==> config.mk <==
export PLATFORM = sky130hd
export DESIGN_NAME = sevenseg_scanner
export DESIGN_NICKNAME = d
export VERILOG_FILES = /design/src/rtl/sevenseg_scanner.sv
export SDC_FILE = /design/constraint.sdc
export NUM_CORES = 1
export LEC_CHECK = 0
export ABC_CLOCK_PERIOD_IN_PS = 5600
export CORE_ASPECT_RATIO = 1.5
export CORE_MARGIN = 2
export CORE_UTILIZATION = 45
export DETAILED_ROUTE_END_ITERATION = 8
export HOLD_SLACK_MARGIN = 0.02
export PLACE_DENSITY = 0.77
export SLEW_MARGIN = 10
export SYNTH_ARGS = -nofsm -noshare
export SYNTH_HDL_FRONTEND = slang
export SYNTH_SLANG_ARGS = --single-unit
==> constraint.sdc <==
create_clock -name clk -period 5.6 [get_ports clk]
set_input_delay 0.84 -clock clk [delete_from_list [all_inputs] [get_ports clk]]
set_output_delay 0.84 -clock clk [all_outputs]
set_load 0.05 [all_outputs]
==> src/rtl/sevenseg_scanner.sv <==
// sevenseg_scanner
//   Time-multiplexed driver for an NDIGITS-digit common seven-segment display.
//   A hex value is offered through a valid/ready handshake and held in a
//   pending register. It is copied into the display register only at a frame
//   boundary, so one scan never mixes two values. Each digit slot lasts
//   PRESCALE cycles. The first BLANK cycles of a slot are dark to suppress
//   ghosting between digits.
//
// Parameters
//   NDIGITS   number of digits (1..8)
//   PRESCALE  clock cycles per digit slot (must exceed BLANK)
//   BLANK     dark cycles at the start of every slot (>= 1)
//
// Ports
//   clk         clock, all state on the rising edge
//   reset_n     asynchronous active-low reset
//   load_valid  a new display value is offered
//   load_ready  the pending register is empty and can take a value
//   load_data   hex value, nibble i drives digit i (digit 0 = least significant)
//   lz_blank    leading-zero blanking enable, sampled every cycle
//   seg         registered active-high segments {a,b,c,d,e,f,g}
//   an          registered active-high one-hot digit enable
//   frame_done  one-cycle pulse aligned with the last output cycle of a scan
module sevenseg_scanner #(
  parameter int unsigned NDIGITS  = 4,
  parameter int unsigned PRESCALE = 50000,
  parameter int unsigned BLANK    = 16
) (
  input  logic                   clk,
  input  logic                   reset_n,
  input  logic                   load_valid,
  output logic                   load_ready,
  input  logic [4*NDIGITS-1:0]   load_data,
  input  logic                   lz_blank,
  output logic [6:0]             seg,
  output logic [NDIGITS-1:0]     an,
  output logic                   frame_done
);

  localparam int unsigned CW = (PRESCALE > 1) ? $clog2(PRESCALE) : 1;
  localparam int unsigned DW = (NDIGITS > 1) ? $clog2(NDIGITS) : 1;
  localparam logic [CW-1:0] CNT_LAST = CW'(PRESCALE - 1);
  localparam logic [CW-1:0] CNT_SHOW = CW'(BLANK);
  localparam logic [DW-1:0] DIG_LAST = DW'(NDIGITS - 1);

  typedef enum logic {
    ST_BLANK,
    ST_SHOW
  } state_e;

  // Hex to seven-segment, bit 6 = segment a ... bit 0 = segment g.
  function automatic logic [6:0] hex7(input logic [3:0] v);
    logic [6:0] s;
    case (v)
      4'h0: s = 7'b1111110;
      4'h1: s = 7'b0110000;
      4'h2: s = 7'b1101101;
      4'h3: s = 7'b1111001;
      4'h4: s = 7'b0110011;
      4'h5: s = 7'b1011011;
      4'h6: s = 7'b1011111;
      4'h7: s = 7'b1110000;
      4'h8: s = 7'b1111111;
      4'h9: s = 7'b1111011;
      4'hA: s = 7'b1110111;
      4'hB: s = 7'b0011111;
      4'hC: s = 7'b1001110;
      4'hD: s = 7'b0111101;
      4'hE: s = 7'b1001111;
      default: s = 7'b1000111;
    endcase
    return s;
  endfunction

  logic [CW-1:0]          cnt_q, cnt_d;
  logic [DW-1:0]          dig_q, dig_d;
  state_e                 state_q, state_d;
  logic [4*NDIGITS-1:0]   disp_q, disp_d;
  logic [4*NDIGITS-1:0]   pend_q, pend_d;
  logic                   pend_full_q, pend_full_d;
  logic [6:0]             seg_q, seg_d;
  logic [NDIGITS-1:0]     an_q, an_d;
  logic                   frame_done_q, frame_done_d;

  logic                   accept;
  logic                   cnt_wrap;
  logic                   zero_run;
  logic                   lead_zero;
  logic [3:0]             nib;
  logic [NDIGITS-1:0]     an_sel;

  always_comb begin
    accept   = load_valid && !pend_full_q;
    cnt_wrap = (cnt_q == CNT_LAST);

    cnt_d = cnt_wrap ? '0 : cnt_q + 1'b1;
    dig_d = dig_q;
    if (cnt_wrap) begin
      dig_d = (dig_q == DIG_LAST) ? '0 : dig_q + 1'b1;
    end
    // State tracks the counter value it will be paired with next cycle.
    state_d = (cnt_d >= CNT_SHOW) ? ST_SHOW : ST_BLANK;

    frame_done_d = cnt_wrap && (dig_q == DIG_LAST);

    // The transfer happens while frame_done is high: the counter already sits
    // in the first (always dark) cycle of digit 0, so the old value finishes
    // its frame and the new one is used from the first lit cycle onward.
    pend_d      = pend_q;
    pend_full_d = pend_full_q;
    disp_d      = disp_q;
    if (accept) begin
      pend_d      = load_data;
      pend_full_d = 1'b1;
    end else if (frame_done_q && pend_full_q) begin
      disp_d      = pend_q;
      pend_full_d = 1'b0;
    end

    // Walk from the most significant digit down, tracking whether every
    // nibble at or above the current position is zero.
    zero_run  = 1'b1;
    lead_zero = 1'b0;
    nib       = '0;
    an_sel    = '0;
    for (int unsigned j = 0; j < NDIGITS; j++) begin
      zero_run = zero_run && (disp_q[4*(NDIGITS-1-j) +: 4] == 4'h0);
      if (dig_q == DW'(NDIGITS - 1 - j)) begin
        nib                   = disp_q[4*(NDIGITS-1-j) +: 4];
        lead_zero             = zero_run && (j != NDIGITS - 1);
        an_sel[NDIGITS-1-j]   = 1'b1;
      end
    end

    seg_d = '0;
    an_d  = '0;
    if (state_q == ST_SHOW && !(lz_blank && lead_zero)) begin
      seg_d = hex7(nib);
      an_d  = an_sel;
    end
  end

  always_ff @(posedge clk or negedge reset_n) begin
    if (!reset_n) begin
      cnt_q        <= '0;
      dig_q        <= '0;
      state_q      <= ST_BLANK;
      disp_q       <= '0;
      pend_q       <= '0;
      pend_full_q  <= 1'b0;
      seg_q        <= '0;
      an_q         <= '0;
      frame_done_q <= 1'b0;
    end else begin
      cnt_q        <= cnt_d;
      dig_q        <= dig_d;
      state_q      <= state_d;
      disp_q       <= disp_d;
      pend_q       <= pend_d;
      pend_full_q  <= pend_full_d;
      seg_q        <= seg_d;
      an_q         <= an_d;
      frame_done_q <= frame_done_d;
    end
  end

  assign load_ready = !pend_full_q;
  assign seg        = seg_q;
  assign an         = an_q;
  assign frame_done = frame_done_q;

endmodule

==> flow_summary.yaml <==
logic_synthesis:
  ys_ff_latch: 64
  syn_inst: 267
  synth-main-ff-cell: "dfrtp_1"
  async_flop_share_pct: 100.0
  syn_area_um2: 3133
  yosysWarnings: 0
  avgSynthCellArea_um2: 11.73
  synth_edf_count: 0
  yosysSeqAreaShare_pct: 51.12
  ys_types: 53
  synth_nets: 298
timing:
  setup-violations-final: 0
  fin_ws_ns: 2.926
  hold_viol: 0
  drv_slew: 0
  rsz0062_at_grt: "no"
  worst-slew-pin-transition_ns: 0.7851
  period_minus_slack_ns: 2.674
  whs_ns: 0.4991
  clock_skew_ns: 0.007527
  fin_crit_sh_pct: 47.74
  setup_tns_ns: 0
  fmax_mhz: 374.0
  max_slew_margin_pct: 47.66
global_routing:
  grt_pass1_wl_mm: 9.977
  grt_usage_pct: 17.31
  grt_overflow: 0
  first_global_vias: 2158
  grt_antenna_before_repair: 0
  grt_max_degree: 65
run_status:
  outcome: "finished, final reports clean"
clock_tree:
  path_clk_slew_ns: 0.07
  cts_resized: 0
  post_cts_buffers: 0
  cts_hold_buffers: 0
  cts.sinks: 64
  cts_tree: "built"
  htreeDepth: 3
  clock_path_buffers: 2
  root_buffer: "clkbuf_8"
  insertion_delay_ns: 0.35
  cts_buffers: 9
pwr:
  p_per_area_nw_per_um2: 258.8
  totalPowerFinal_mw: 0.9657
  vdd_drop_max_mv: 0.1505
  cellLeakagePower_nw: 1.655
place:
  portBuffers: 32
  dp_slack_ns: 2.828
  place_congestion: 0.8471
  dp_cells: 369
  hpwl_mm: 4.341
  placed_cell_area_um2: 3511
routing:
  finalWirelength_mm: 6.096
  ant_nets: 0
  drt-initial-drc-count: 116
  drt-pass1-iter-count: 4
  wire_per_inst_um: 15.88
  drcViolationCount: 0
  vias_per_cell: 5.622
  via_count: 2159
finish:
  design_area_um2: 3731
  diodes: 0
  fin_nets: 333
  fin_cells: 384
  fill_cells: 594
  utilization_pct: 54.83
  layout.cells.most_common: "dfrtp_1"
  drive_gt1_share_pct: 19.61
  layout_common_cells: "64 x dfrtp_1, 33 x mux2_2, 31 x clkdlybuf4s50_1"
  area_growth_pct: 19.09
die:
  start_util_pct: 46.04
  die_h_um: 106.2
  core_um2: 6805
  rows: 37
  ios: 33
  die_area_um2: 7659
  die_w_um: 72.13
setup_path:
  crit_required_ns: 5.89
  cp-end-kind: "flip-flop"
  critPathKind: "flip-flop to flip-flop"
  critical_path_arrival_ns: 2.97
  startpoint_type: "flip-flop"
  critical_path.max_fanout: 11
  r2r_setup_slack_ns: 2.93
job:
  drv_cap: 0
min_path:
  hold_class: "flip-flop to flip-flop"
[where the power goes]
part	total (mW)	switching (mW)	leakage [nW]	internal, mW
registers	0.485	0.00769	0.802	0.477
logic	0.0366	0.0138	0.740	0.0227
clock network	0.444	0.172	0.112	0.272
total	0.966	0.194	1.65	0.772
[area by class of cell]
cell class | count | area, um^2 | area share, %
Timing Repair Buffer | 35 | 337.8 | 9.054
Clock buffer | 12 | 155.1 | 4.158
Tap cell | 78 | 97.59 | 2.616
Clock inverter | 3 | 65.06 | 1.744
Inverter | 12 | 45.04 | 1.207
Sequential cell | 64 | 1602 | 42.92
Multi-Input combinational cell | 180 | 1429 | 38.30
[state kept, by name (all words and copies together), names as in the netlist]
register     flops
cnt_q           16
disp_q          16
pend_q          16
seg              7
an               4
dig_q            2
frame_done       1
pend_full_q      1
state_q          1
[worst paths after layout]
| check | start | endpoint | cells after the start |
|---|---|---|---|
| min | pend_q[6] | disp_q[6] | 1 |
| min in group asynchronous | reset_n | seg[3] | 2 |
| max | dig_q[0] | seg[3] | 10 |
| min reg2reg | pend_q[6] | disp_q[6] | 1 |
| max in group asynchronous | reset_n | cnt_q[11] | 2 |
| max reg2reg | dig_q[0] | seg[3] | 10 |
[worst max-delay path, cell delays in order, from the launching register on]
cell and delay (ns):
dfrtp_1 0.39, inv_1 0.10, ha_1 0.31, a21oi_1 0.16, o21ai_0 0.12, a22oi_1 0.42
inv_1 0.17, ha_1 0.29, a21boi_0 0.14, a211oi_1 0.36, o21a_1 0.16
[synth_stat cells (3+ instances only)]
| master | number | area [um^2] |
|---|---|---|
| a21oi_1 | 9 | 45.04 |
| a22oi_1 | 3 | 22.52 |
| and2_1 | 9 | 56.30 |
| and3_1 | 6 | 37.54 |
| buf_2 | 4 | 20.02 |
| clkbuf_1 | 5 | 18.77 |
| dfrtp_1 | 64 | 1602 |
| ha_1 | 11 | 137.6 |
| inv_1 | 11 | 41.29 |
| mux2_2 | 33 | 371.6 |
| mux2i_1 | 3 | 30.03 |
| nand2_1 | 15 | 56.30 |
| nand3_1 | 7 | 35.03 |
| nand3b_1 | 3 | 22.52 |
| nand4_1 | 3 | 18.77 |
| nor2_1 | 15 | 56.30 |
| nor3_1 | 4 | 20.02 |
| o21ai_0 | 4 | 20.02 |
| xnor2_1 | 7 | 61.31 |
| xor2_1 | 9 | 78.83 |
[metal layers]
| layer | track usage, % | up-vias | routed length [um] |
|---|---|---|---|
| li1 | - | 1023 | - |
| met1 | 17.96 | 1073 | 2337 |
| met2 | 30.21 | 44 | 3330 |
| met3 | 3.791 | 19 | 155 |
| met4 | 11.73 | 0 | 272 |
| met5 | 0 | - | 0 |
[kinds of logic (layout without fill, tap and decap cells)]
family	Yosys count	count (layout)	synth area share, %
muxes	36	36	12.82
and+or+nand+nor	75	75	13.14
buffers and inverters	23	62	3.275
DFF	64	64	51.12
xor gates and xnor gates	16	16	4.473
AOI/OAI and AO/OA	42	42	10.78
adders and majority gates	11	11	4.393
Note: power is estimated with default switching activity, not from simulation.
